==> src/rtl/pc_pkg.sv <==
// rtl/pc_pkg.sv - shared defaults and next-PC select encoding for the fetch PC unit
package pc_pkg;

    localparam int          PC_XLEN_DEF         = 32;
    localparam int          PC_INST_BYTES_DEF   = 4;
    localparam logic [31:0] PC_RESET_VECTOR_DEF = 32'h0000_0000;

    typedef enum logic [1:0] {
        SEL_SEQ      = 2'd0,
        SEL_REDIRECT = 2'd1,
        SEL_RAS      = 2'd2
    } pc_sel_e;

endpackage

==> src/rtl/ras_stack.sv <==
// rtl/ras_stack.sv - circular return-address stack with push, pop and replace-top
module ras_stack #(
    parameter int XLEN  = 32,
    parameter int DEPTH = 4
) (
    input  logic            CLK,
    input  logic            Reset,
    input  logic            en,
    input  logic            push,
    input  logic            pop,
    input  logic [XLEN-1:0] push_data,
    output logic [XLEN-1:0] top,
    output logic            empty,
    output logic            full
);

    localparam int PW = $clog2(DEPTH);
    localparam int CW = PW + 1;

    logic [XLEN-1:0] entries [DEPTH];
    logic [PW-1:0]   ptr, ptr_nxt, waddr;
    logic [CW-1:0]   count, count_nxt;
    logic            we;

    always_comb begin
        ptr_nxt   = ptr;
        count_nxt = count;
        waddr     = ptr;
        we        = 1'b0;
        if (en) begin
            if (push && pop && (count != '0)) begin
                we = 1'b1;
            end else if (push) begin
                // Pointer wraps, so a push onto a full stack overwrites the oldest entry.
                ptr_nxt = ptr + 1'b1;
                waddr   = ptr_nxt;
                we      = 1'b1;
                if (count != CW'(DEPTH)) count_nxt = count + 1'b1;
            end else if (pop && (count != '0)) begin
                ptr_nxt   = ptr - 1'b1;
                count_nxt = count - 1'b1;
            end
        end
    end

    always_ff @(posedge CLK) begin
        if (Reset) begin
            ptr   <= '0;
            count <= '0;
            empty <= 1'b1;
            full  <= 1'b0;
        end else begin
            ptr   <= ptr_nxt;
            count <= count_nxt;
            empty <= (count_nxt == '0);
            full  <= (count_nxt == CW'(DEPTH));
        end
    end

    // Storage is not reset; count alone decides which entries are meaningful.
    always_ff @(posedge CLK) begin
        if (we && !Reset) entries[waddr] <= push_data;
    end

    assign top = entries[ptr];

endmodule

==> src/rtl/pc_unit_ras.sv <==
// rtl/pc_unit_ras.sv - fetch program counter with redirect, return-address stack and fault pulses
module pc_unit_ras
    import pc_pkg::*;
#(
    parameter int              XLEN         = PC_XLEN_DEF,
    parameter logic [XLEN-1:0] RESET_VECTOR = XLEN'(PC_RESET_VECTOR_DEF),
    parameter int              INST_BYTES   = PC_INST_BYTES_DEF,
    parameter int              RAS_DEPTH    = 4
) (
    input  logic            CLK,
    input  logic            Reset,
    input  logic            EN,
    input  logic            Redirect,
    input  logic [XLEN-1:0] RedirectTarget,
    input  logic            Call,
    input  logic            Return,
    output logic [XLEN-1:0] PC,
    output logic [XLEN-1:0] PCPlusInst,
    output logic            RasEmpty,
    output logic            RasFull,
    output logic            MisalignFault,
    output logic            RasUnderflow
);

    localparam logic [XLEN-1:0] ALIGN_MASK = XLEN'(INST_BYTES - 1);

    pc_sel_e         sel;
    logic [XLEN-1:0] pc_nxt;
    logic [XLEN-1:0] ras_top;
    logic            misalign_nxt;
    logic            underflow_nxt;

    assign PCPlusInst = PC + XLEN'(INST_BYTES);

    always_comb begin
        sel = SEL_SEQ;
        if (Redirect)                 sel = SEL_REDIRECT;
        else if (Return && !RasEmpty) sel = SEL_RAS;

        case (sel)
            SEL_REDIRECT: pc_nxt = RedirectTarget & ~ALIGN_MASK;
            SEL_RAS:      pc_nxt = ras_top;
            default:      pc_nxt = PCPlusInst;
        endcase
    end

    // A simultaneous Call turns an empty-stack Return into a plain push, so no underflow.
    assign misalign_nxt  = EN && Redirect && |(RedirectTarget & ALIGN_MASK);
    assign underflow_nxt = EN && Return && !Call && RasEmpty;

    always_ff @(posedge CLK) begin
        if (Reset) begin
            PC            <= RESET_VECTOR;
            MisalignFault <= 1'b0;
            RasUnderflow  <= 1'b0;
        end else begin
            if (EN) PC <= pc_nxt;
            MisalignFault <= misalign_nxt;
            RasUnderflow  <= underflow_nxt;
        end
    end

    ras_stack #(
        .XLEN  (XLEN),
        .DEPTH (RAS_DEPTH)
    ) u_ras (
        .CLK       (CLK),
        .Reset     (Reset),
        .en        (EN),
        .push      (Call),
        .pop       (Return),
        .push_data (PCPlusInst),
        .top       (ras_top),
        .empty     (RasEmpty),
        .full      (RasFull)
    );

endmodule
==> config.mk <==
export PLATFORM = sky130hd
export DESIGN_NAME = pc_unit_ras
export DESIGN_NICKNAME = d
export VERILOG_FILES = /design/src/rtl/pc_pkg.sv /design/src/rtl/ras_stack.sv /design/src/rtl/pc_unit_ras.sv
export SDC_FILE = /design/constraint.sdc
export NUM_CORES = 1
export LEC_CHECK = 0
export ABC_CLOCK_PERIOD_IN_PS = 7000
export CAP_MARGIN = 20
export CORE_MARGIN = 10
export CORE_UTILIZATION = 55
export DETAILED_ROUTE_END_ITERATION = 10
export PLACE_DENSITY = 0.83
export SLEW_MARGIN = 10
export SYNTH_ARGS = -nofsm -noshare
export SYNTH_HDL_FRONTEND = slang
export SYNTH_HIERARCHICAL = 1
export SYNTH_SLANG_ARGS = --single-unit
==> constraint.sdc <==
create_clock -name CLK -period 7 [get_ports CLK]
set_input_delay 1.75 -clock CLK [delete_from_list [all_inputs] [get_ports CLK]]
set_output_delay 1.75 -clock CLK [all_outputs]
set_load 0.02 [all_outputs]
; ---- Yosys cells after proc, flatten, opt, wreduce, memory -nomap -nowiden
; Memory sizes are Yosys's and may differ from the RTL's. A register that Yosys moved wholly into a read port is not among the register bits.
; Cells that the tools add are included.
[classes]
eq_ne = 4
addsub = 5
n_mux = 20
reduce_logical = 18
bitwise = 1
[op_table]
columns = op, n
row1 = one-hot mux 32 bit (2 select lines), 1
row2 = "adder 32 x 3 -> 32 bit, second input constant", 1
row3 = two-way mux 2 bit, 9
row4 = two-way mux 3 bit, 5
row5 = logical AND 1 bit, 10
row6 = two-way mux 1 bit, 5
row7 = "adder 3 x 1 -> 3 bit, second input constant", 1
row8 = "== test 3 bit, second input constant", 1
row9 = zero test 1 bit, 3
row10 = zero test 3 bit, 1
row11 = "inequality test 3 bit, second input constant", 1
row12 = AND reduction 3 bit, 1
row13 = nonzero test 3 bit, 1
row14 = "subtractor 3 x 1 -> 3 bit, second input constant", 1
row15 = "adder 2 x 1 -> 2 bit, second input constant", 1
row16 = "== test 2 x 1 -> 1 bit, second input constant", 1
row17 = "== test 2 bit, second input constant", 1
row18 = nonzero test 2 bit, 1
row19 = OR reduction 2 bit, 1
row20 = "subtractor 2 x 1 -> 2 bit, second input constant", 1
row21 = NOT 1 bit, 1
[totals]
input_bits = 38
ff_bits = 41
memories = 1
ramBits = 128
out_inout_bits = 68
[memory_table]
columns = memory, depth, word_bits, read_ports, rd_clocked_by_memory_dff, write_ports, line
row1 = u_ras.entries, 4, 32, 1, 1, 1, ras_stack.sv:20  ; logic [XLEN-1:0] entries [DEPTH];

; ---- Depth between registers and ports, before layout
[depth]
word_depth = 7
depth_mapped = 8
mapped_depth_nobuf = 7

; ---- Cells and area by module
; The synthesis kept the hierarchy.
[modules_own_cells]
columns = mod, cells_each, seq_area_each_um2, area_per_inst_um2, n_inst
row1 = ras_stack, 240, 4023.9, 5228.8, 1
row2 = pc_unit_ras, 392, 680.7, 2837.7, 1

; ---- Least setup slack after synthesis
; No wires, ideal clock.
[synth_path]
path_type = input to register
start = in Return
end = mem u_ras.entries[3][0], enable pin
arrival_ps = 5512
setup_slack_ps = 987
required_time_ps = 6499
cell_stages = 5
setup_time_ps = 501
cell_sequence = clkbuf_1 > nand3_1 > a21oi_1 > a31oi_1 > nor4_1
[synth_via]
elab_chain_len = 7
[synth_rtl]
columns = item, line
row1 = from (decl), pc_unit_ras.sv:16  ; input logic Return,
row2 = logical AND 1 bit * (2 in a row), ras_stack.sv:31  ; if (push && pop && (count != '0)) begin
row3 = two-way mux 1 bit, ras_stack.sv:31
row4 = two-way mux 1 bit, ras_stack.sv:30  ; if (en) begin
row5 = logical AND 1 bit, ras_stack.sv:62  ; if (we && !Reset) entries[waddr] <= push_data;
row6 = two-way mux 1 bit, ras_stack.sv:62
row7 = two-way mux 1 bit (implied by the code), ras_stack.sv:62
row8 = to (decl), ras_stack.sv:20
; Mark *: on every way between the ends. The rest lies on a longest branch, timed or not.

; ---- Worst setup path after layout
[layout_path]
start = reg PC[2]
end = out PCPlusInst[20]
[layout_via]
elab_chain_len = 1
[layout_rtl]
columns = item, line
row1 = from (decl), pc_unit_ras.sv:17  ; output logic [XLEN-1:0] PC,
row2 = from (signal assigned), pc_unit_ras.sv:57  ; if (EN) PC <= pc_nxt;
row3 = adder 32 x 3 -> 32 bit, pc_unit_ras.sv:33  ; assign PCPlusInst = PC + XLEN'(INST_BYTES);
row4 = to (decl), pc_unit_ras.sv:18  ; output logic [XLEN-1:0] PCPlusInst,
; Every way passes these cells.

==> PnR_summary.wiki <==
{| class="wikitable"
! Metric !! Value
|-
| Number of sinks driven by the clock tree || between 150 and 200
|-
| Placed wire-length estimate || 14300 um
|-
| Number of global-route vias before repair || ~6000
|-
| Final count of hold timing violations || 0
|-
| Synthesized flop and latch total || 171
|-
| Max Buffers Root-to-Sink || 2
|-
| Share of layout cells above drive strength 1 || 13.4%
|-
| Sequential area share after synthesis || 58.3%
|-
| Total Die Area || 0.0199 mm2
|-
| Post-Synthesis Net Count || 676
|-
| Tot GR Track Use || 21.8%
|-
| # IOs || about 110
|-
| R2r worst-path depth || 8
|-
| Global-route wire length before repair || 33800 um
|-
| Critical Path End Type || output pin
|-
| WS Path Type || register to output pin
|-
| Proportion of synthesized flip-flops having asynchronous set or reset || 0%
|-
| Total negative setup slack || 0 ns
|-
| Final nets || 769
|-
| # setup viols final || 0
|-
| Data arrival time of the critical path || 3.34 ns
|-
| Maximum number of pins on one net before global-route repair || 60
|-
| Prevailing post-synth register cell || sky130_fd_sc_hd__edfxtp_1
|-
| Detailed-route wire length || 21600 um
|-
| Min-delay worst type || register to register
|-
| Number of buffers added by the clock tree synthesis step || 17
|-
| Launch point of the worst hold path || u_ras/empty$_SDFF_PP1_
|-
| Power per cell area || 262 mW/mm2
|-
| Yosys warning count || 6
|-
| First drt pass iteration count || 6
|-
| Core Footprint || 0.0145 mm2
|-
| Category of the worst setup path launch point || register
|-
| Critical-path cell with the highest stage delay || sky130_fd_sc_hd__clkdlybuf4s50_1
|-
| Number of slew-limit violations in the final report || 0
|-
| Reg2reg start || u_ras/count[0]$_SDFF_PP0_
|-
| Weighted congestion reported at the end of routability-driven placement || roughly 0.89
|-
| Antenna-violating nets left || 0
|-
| Share of the clock period used by the worst path after layout || between 70% and 80%
|-
| RSZ-0062 raised after global routing || no
|-
| Post-Syn Instances || 632
|-
| Clock transition at the register clock pins on the worst setup and hold paths after CTS || 0.06 ns
|-
| Total overflow reported by the global router || 0
|-
| Cell Area, Synth || 0.00807 mm2
|-
| Antenna cells || 0
|-
| Worst reg2reg endpoint || u_ras/entries[3][13]$_DFFE_PP_
|-
| Routed vias || 5804
|-
| Initial core utilization || a little under three fifths
|-
| Drt via density || 6.30
|-
| Minimum period implied by the final worst setup slack || 5.09 ns
|-
| Worst setup slack for register-to-register paths || 4.37 ns
|-
| Final worst clock skew || 0.00623 ns
|-
| Buffers inserted by post-CTS timing repair || 0
|-
| Site row count || 44
|-
| Maximum operating frequency || 196 MHz
|-
| Max capacitance violation total || 0
|-
| Number of DRC violations after detailed-routing iteration 0 || about 700
|-
| Level count of the clock H-tree || 4
|-
| Detailed-route wire length per cell || 23.4 um
|-
| Root buffer cell || sky130_fd_sc_hd__clkbuf_16
|-
| Worst stage delay on the critical path || 0.68 ns
|-
| Layout overhead on the synthesized area || 22.5%
|-
| Count of buffers from port buffering || around 110
|-
| CTS tree || done
|-
| Later-pin clock latency in the skew report || 0.43 ns
|-
| Die Span Y || approximately 140 um
|-
| Drt drc || 0
|-
| Post-synth cell types || 73
|-
| Mean instance size in the synthesized netlist || 12.8 um2
|-
| Cts hold-fix bufs || 0
|-
| Critical-path cell list || ha_1 > nand3_4 > or4_4 > nor3_2 > xor2_1 > clkdlybuf4s50_1
|-
| Transition at the pin with the smallest max-transition slack || 1.08 ns
|-
| Number of flops mapped to enable cells by yosys || roughly 130
|-
| Start point of the critical path || PC[2]$_SDFFE_PP0P_
|-
| Worst-case headroom to the max-slew limit || 27.8%
|-
| CP endpoint || PCPlusInst[20]
|-
| Static leakage || approximately 3.3 nW
|-
| Count of placed standard cells in the final layout, fillers left out || roughly 920
|-
| Initial antenna violation count || 0
|-
| Post-cts sizing count || 0
|-
| Outcome || complete, no violations
|-
| Post-placement cell count || 889
|-
| Worst Path Required || ~5.3 ns
|-
| Maximum ir drop on the vdd rail || 0.207 mV
|-
| Maximum fanout count along the critical path || 9
|-
| Die Wd || 141 um
|}
==> cells in the final DEF, fill, tap and decap left out, types with 6 or more instances in the layout <==
master	n
sky130_fd_sc_hd__xnor2_1	24
sky130_fd_sc_hd__clkbuf_16	17
sky130_fd_sc_hd__nor3_1	17
sky130_fd_sc_hd__ha_1	6
sky130_fd_sc_hd__buf_4	10
sky130_fd_sc_hd__nand4_1	10
sky130_fd_sc_hd__mux4_2	32
sky130_fd_sc_hd__and4_1	6
sky130_fd_sc_hd__dfxtp_1	42
sky130_fd_sc_hd__xor2_1	8
sky130_fd_sc_hd__mux2i_1	8
sky130_fd_sc_hd__nor2_1	32
sky130_fd_sc_hd__inv_1	16
sky130_fd_sc_hd__o21ai_0	37
sky130_fd_sc_hd__a21oi_1	23
sky130_fd_sc_hd__nor4_1	6
sky130_fd_sc_hd__nand2b_1	9
sky130_fd_sc_hd__and3_1	9
sky130_fd_sc_hd__edfxtp_1	128
sky130_fd_sc_hd__nand3_1	17
sky130_fd_sc_hd__a31oi_1	13
sky130_fd_sc_hd__nand2_1	53
sky130_fd_sc_hd__clkdlybuf4s50_1	104
==> worst min path at each step <==
stage                                   end  cells after the start
finish              RasUnderflow$_SDFF_PP0_                      2
global route        RasUnderflow$_SDFF_PP0_                      2
CTS                 RasUnderflow$_SDFF_PP0_                      2
detailed placement  RasUnderflow$_SDFF_PP0_                      2
global placement    RasUnderflow$_SDFF_PP0_                      2
floorplan                          register                      2
==> flip-flops by register name, indices dropped and copies added, names as in the netlist, named ones only <==
name / flops
RasUnderflow: 1
u_ras/entries: 128
u_ras/ptr: 2
u_ras/full: 1
PC: 32
u_ras/count: 3
u_ras/empty: 1
MisalignFault: 1
==> cell families after synthesis <==
| logic type | after synthesis | synth area share (%) |
|---|---|---|
| AND/OR/NAND/NOR | 201 | 14.1 |
| flip-flops | 171 | 58.3 |
| AO/OA/AOI/OAI | 120 | 9.65 |
| buffers and inverters | 60 | 3.26 |
| multiplexers | 42 | 10.3 |
| XOR/XNOR | 32 | 3.47 |
| adder cells (fa/ha/maj) | 6 | 0.931 |
==> cells in the mapped netlist (3+ instances only) <==
| cell | n | area, um2 |
|---|---|---|
| sky130_fd_sc_hd__o31a_1 | 4 | 35.0 |
| sky130_fd_sc_hd__nor4_1 | 7 | 43.8 |
| sky130_fd_sc_hd__nand4_1 | 10 | 62.6 |
| sky130_fd_sc_hd__a211oi_1 | 5 | 37.5 |
| sky130_fd_sc_hd__buf_2 | 7 | 35.0 |
| sky130_fd_sc_hd__a31oi_1 | 13 | 81.3 |
| sky130_fd_sc_hd__xnor2_1 | 24 | 210 |
| sky130_fd_sc_hd__nand2_1 | 53 | 199 |
| sky130_fd_sc_hd__o21a_1 | 4 | 30.0 |
| sky130_fd_sc_hd__mux4_2 | 32 | 721 |
| sky130_fd_sc_hd__nand3_1 | 17 | 85.1 |
| sky130_fd_sc_hd__mux2i_1 | 8 | 80.1 |
| sky130_fd_sc_hd__clkbuf_1 | 26 | 97.6 |
| sky130_fd_sc_hd__a21oi_1 | 23 | 115 |
| sky130_fd_sc_hd__and4_1 | 6 | 52.6 |
| sky130_fd_sc_hd__inv_1 | 16 | 60.1 |
| sky130_fd_sc_hd__nand2b_1 | 9 | 56.3 |
| sky130_fd_sc_hd__ha_1 | 6 | 75.1 |
| sky130_fd_sc_hd__dfxtp_1 | 43 | 861 |
| sky130_fd_sc_hd__and3_1 | 9 | 56.3 |
| sky130_fd_sc_hd__buf_4 | 3 | 22.5 |
| sky130_fd_sc_hd__nor3_1 | 17 | 85.1 |
| sky130_fd_sc_hd__nor2b_1 | 6 | 37.5 |
| sky130_fd_sc_hd__o21ai_0 | 37 | 185 |
| sky130_fd_sc_hd__nor3b_1 | 3 | 22.5 |
| sky130_fd_sc_hd__o32ai_1 | 4 | 35.0 |
| sky130_fd_sc_hd__o31ai_1 | 3 | 22.5 |
| sky130_fd_sc_hd__o22ai_1 | 3 | 18.8 |
| sky130_fd_sc_hd__edfxtp_1 | 128 | 3840 |
| sky130_fd_sc_hd__nor3_2 | 4 | 40.0 |
| sky130_fd_sc_hd__xor2_1 | 8 | 70.1 |
| sky130_fd_sc_hd__o221ai_1 | 3 | 26.3 |
| sky130_fd_sc_hd__nor2_1 | 33 | 124 |
| sky130_fd_sc_hd__or3_1 | 5 | 31.3 |
| sky130_fd_sc_hd__a22oi_1 | 4 | 30.0 |
==> power by group <==
part	switching [mW]	leakage, nW	internal [mW]
Combinational	0.230	1.43	0.176
Clock	0.373	0.302	0.631
Sequential	0.0412	1.53	1.14
==> final cells by class <==
class | instances | area [um2]
Clock inverter | 12 | 196
Timing Repair Buffer | 116 | 1140
Inverter | 18 | 67.6
Sequential cell | 171 | 4710
Tap cell | 184 | 230
Multi-Input combinational cell | 401 | 3110
Fill cell | 1020 | 4600
Clock buffer | 20 | 437
==> routing by layer <==
metal  track usage [%]  share of wire, %  vias up
li1                  -                 -     2596
met1              27.3                39     2872
met2              35.1                50      287
met3              5.98               8.8       49
met4              8.97               2.7        0
met5                 0                 0        -
==> metrics by stage <==
stage	power [mW]	hold slack [ns]	area, um2	util, %	setup slack (ns)
6_report	2.59	0.516	9880	68.3	1.91
5_1_grt	2.68	0.532	9880	68.3	1.73
4_1_cts	2.60	0.510	9870	68.2	1.92
3_5_place_dp	1.60	0.498	9240	63.8	2.43
3_3_place_gp	1.59	0.496	9240	63.8	2.55
2_1_floorplan	1.44	0.502	8070	-	0.987
==> worst max-delay path: cells and delay by family (launching register included) <==
family	cells	cell delay [ns]
buffers and inverters	1	0.68
DFF	1	0.46
xor gates and xnor gates	1	0.34
adders and majority gates	1	0.33
and+or+nand+nor	3	1.09
Note: power is estimated with default switching activity, not from simulation.
==> variant, RTL diff (config.mk and constraints unchanged) <==
Change the package constant `PC_XLEN_DEF` from 32 to 24.
--- a/src/rtl/pc_pkg.sv
+++ b/src/rtl/pc_pkg.sv
@@ -1,7 +1,7 @@
 // rtl/pc_pkg.sv - shared defaults and next-PC select encoding for the fetch PC unit
 package pc_pkg;
 
-    localparam int          PC_XLEN_DEF         = 32;
+    localparam int          PC_XLEN_DEF         = 24;
     localparam int          PC_INST_BYTES_DEF   = 4;
     localparam logic [31:0] PC_RESET_VECTOR_DEF = 32'h0000_0000;
 
Ports: changed (resized PC, PCPlusInst and RedirectTarget); port bits go from 106 to 82. The function was not compared with the original's and may differ.
==> variant against the unedited design <==
  * Highest routed layer unchanged
  * Worst setup slack worse by 0.48 ns
  * Core utilization is 2.2 points higher
  * Global-route usage is 1.9 points lower
  * Sequential share of layout area is 0.67 points lower
  * Area after synthesis is 24% lower
  * Sequential cell count is 40 lower
  * Combinational power is 27% lower
  * Wire length is 27% lower
  * Non-clock buffer count is 25 lower
  * Design area is 23% lower
  * Clock skew is 0.0073 ns higher
  * Power is 17% lower
  * Fmax is 8.6% lower
==> variant: results (changes against the unedited design) <==
- Multi-input gates: 283 (-29%)
- Inverters: 10 (-8)
- Global-route wire length before repair: 24620 um (-27%)
- Non-CTS buffers: 91 (-22%)
- DP Wirelength: 10160 um (-29%)
- Metal3 WL: 1150 um (-39%)
- XOR/XNOR share of the synthesized area: 3.294% (-0.18 points)
- Commonest cells in the synthesized netlist: edfxtp_1 (96), dfxtp_1 (35), nor2_1 (32)
- R2R depth: 5 (-3)
- Pin count of the biggest net entering global routing: 43 (-28%)
- Register area: 3585 um2 (-24%)
- Tightest Hold Check Type: flop to flop
- Post-route cell area: 7636 um2 (-23%)
- R2r startpoint: PC[2]
- Clock buffers: 18 (-10%)
- Outcome: finished clean
- Clock buffers and inverters, area share: 8.209% (+1.8 points)
- GP Congestion: 0.8327 (-6.1%)
- GRT met2 Usage: 33.61% (-1.4 points)
- CP max stage delay: 0.97 ns (+0.29 ns)
- DR WL met2: 8021 um (-25%)
- Multi-input combinational area share: 30.46% (-1.0 points)
- CP Max Fanout: 11 (+2)
- DRT Pass-1 Iters: 5 (-1)
- Post-synth EDFFs: 96 (-25%)
- Filler instances: 737 (-28%)
- Number of CTS-inserted buffers: 17 (unchanged)
- Crit path DAT: 3.82 ns (+0.48 ns)
- Final non-filler cell total: 687 (-25%)
- Yosys reg bits: 131 (-23%)
- Port Buffers: 81 (-23%)
- Slack of the worst reg-to-reg path: 4.14 ns (-0.23 ns)
- Synth Area in Adders: 1.228% (+0.30 points)
- Switching Share: 24.73% (-0.17 points)
- Layout Nets: 570 (-26%)
- Total number of vias: 4271 (-26%)
- Biggest registers after layout: u_ras/entries: 96 flops, PC: 24 flops, u_ras/count: 3 flops
- Slowest CP cell: nor4_2
- Peak VDD IR: 178.4 uV (-14%)
- Clock skew: 0.01351 ns (+0.007286 ns)
- Worst-skew pair later-pin latency: 0.53 ns (+0.10 ns)
- Fraction of layout instances using a drive strength above 1: 16.45% (+3.0 points)
- Pleak: 0.002595 uW (-20%)
- Hold Slack: 0.5171 ns (+0.0007340 ns)
- Clock root cell: clkbuf_8
- Drt initial violations: 438 (-38%)
- Total Wirelength: 15650 um (-27%)
- Cell Area, Placed: 7009 um2 (-24%)
- Mapped Cells: 459 (-27%)
- Fraction of area in non-clock buffers: 11.60% (+0.11 points)
- Syn nets: 495 (-27%)
- Pre-CTS setup slack: 2.090 ns (-0.3432 ns)
- Worst R2R End: u_ras/entries[3][18]
- Mux contribution to synthesized area: 10.74% (+0.49 points)
- Dpl cells: 655 (-26%)
- Vias in the first global route: 4420 (-27%)
- Top cells by area, synth: edfxtp_1 (47%), dfxtp_1 (11%), mux4_2 (8.8%)
## variant: cell types whose count changed after synthesis, sizes merged, moves of 8 or more
cell and change:
nand2 -29, nor3 -15, mux4 -8, buf +9, o21ai -11, xnor2 -9
dfxtp -8, edfxtp -32, clkbuf -16
## variant: how the worst max path moves through the flow
stage | to | slack (ns) | start | cells past startpoint
after floorplan | u_ras/entries[3][0] | 1.77 | Return | 5
final | PCPlusInst[18] | 1.43 | PC[2] | 6
after global placement | PCPlusInst[18] | 2.21 | PC[2] | 6
after global routing | PCPlusInst[18] | 1.17 | PC[2] | 6
after detailed placement | PCPlusInst[18] | 2.09 | PC[2] | 6
after CTS | PCPlusInst[18] | 1.46 | PC[2] | 6
## variant: power by group through the flow
stage | registers (uW) | logic (uW) | clock network [uW]
floorplan | 920 | 189 | 0
global placement | 926 | 285 | 0
detailed placement | 930 | 293 | 0
CTS | 914 | 298 | 949
global route | 919 | 320 | 987
finish | 914 | 298 | 941
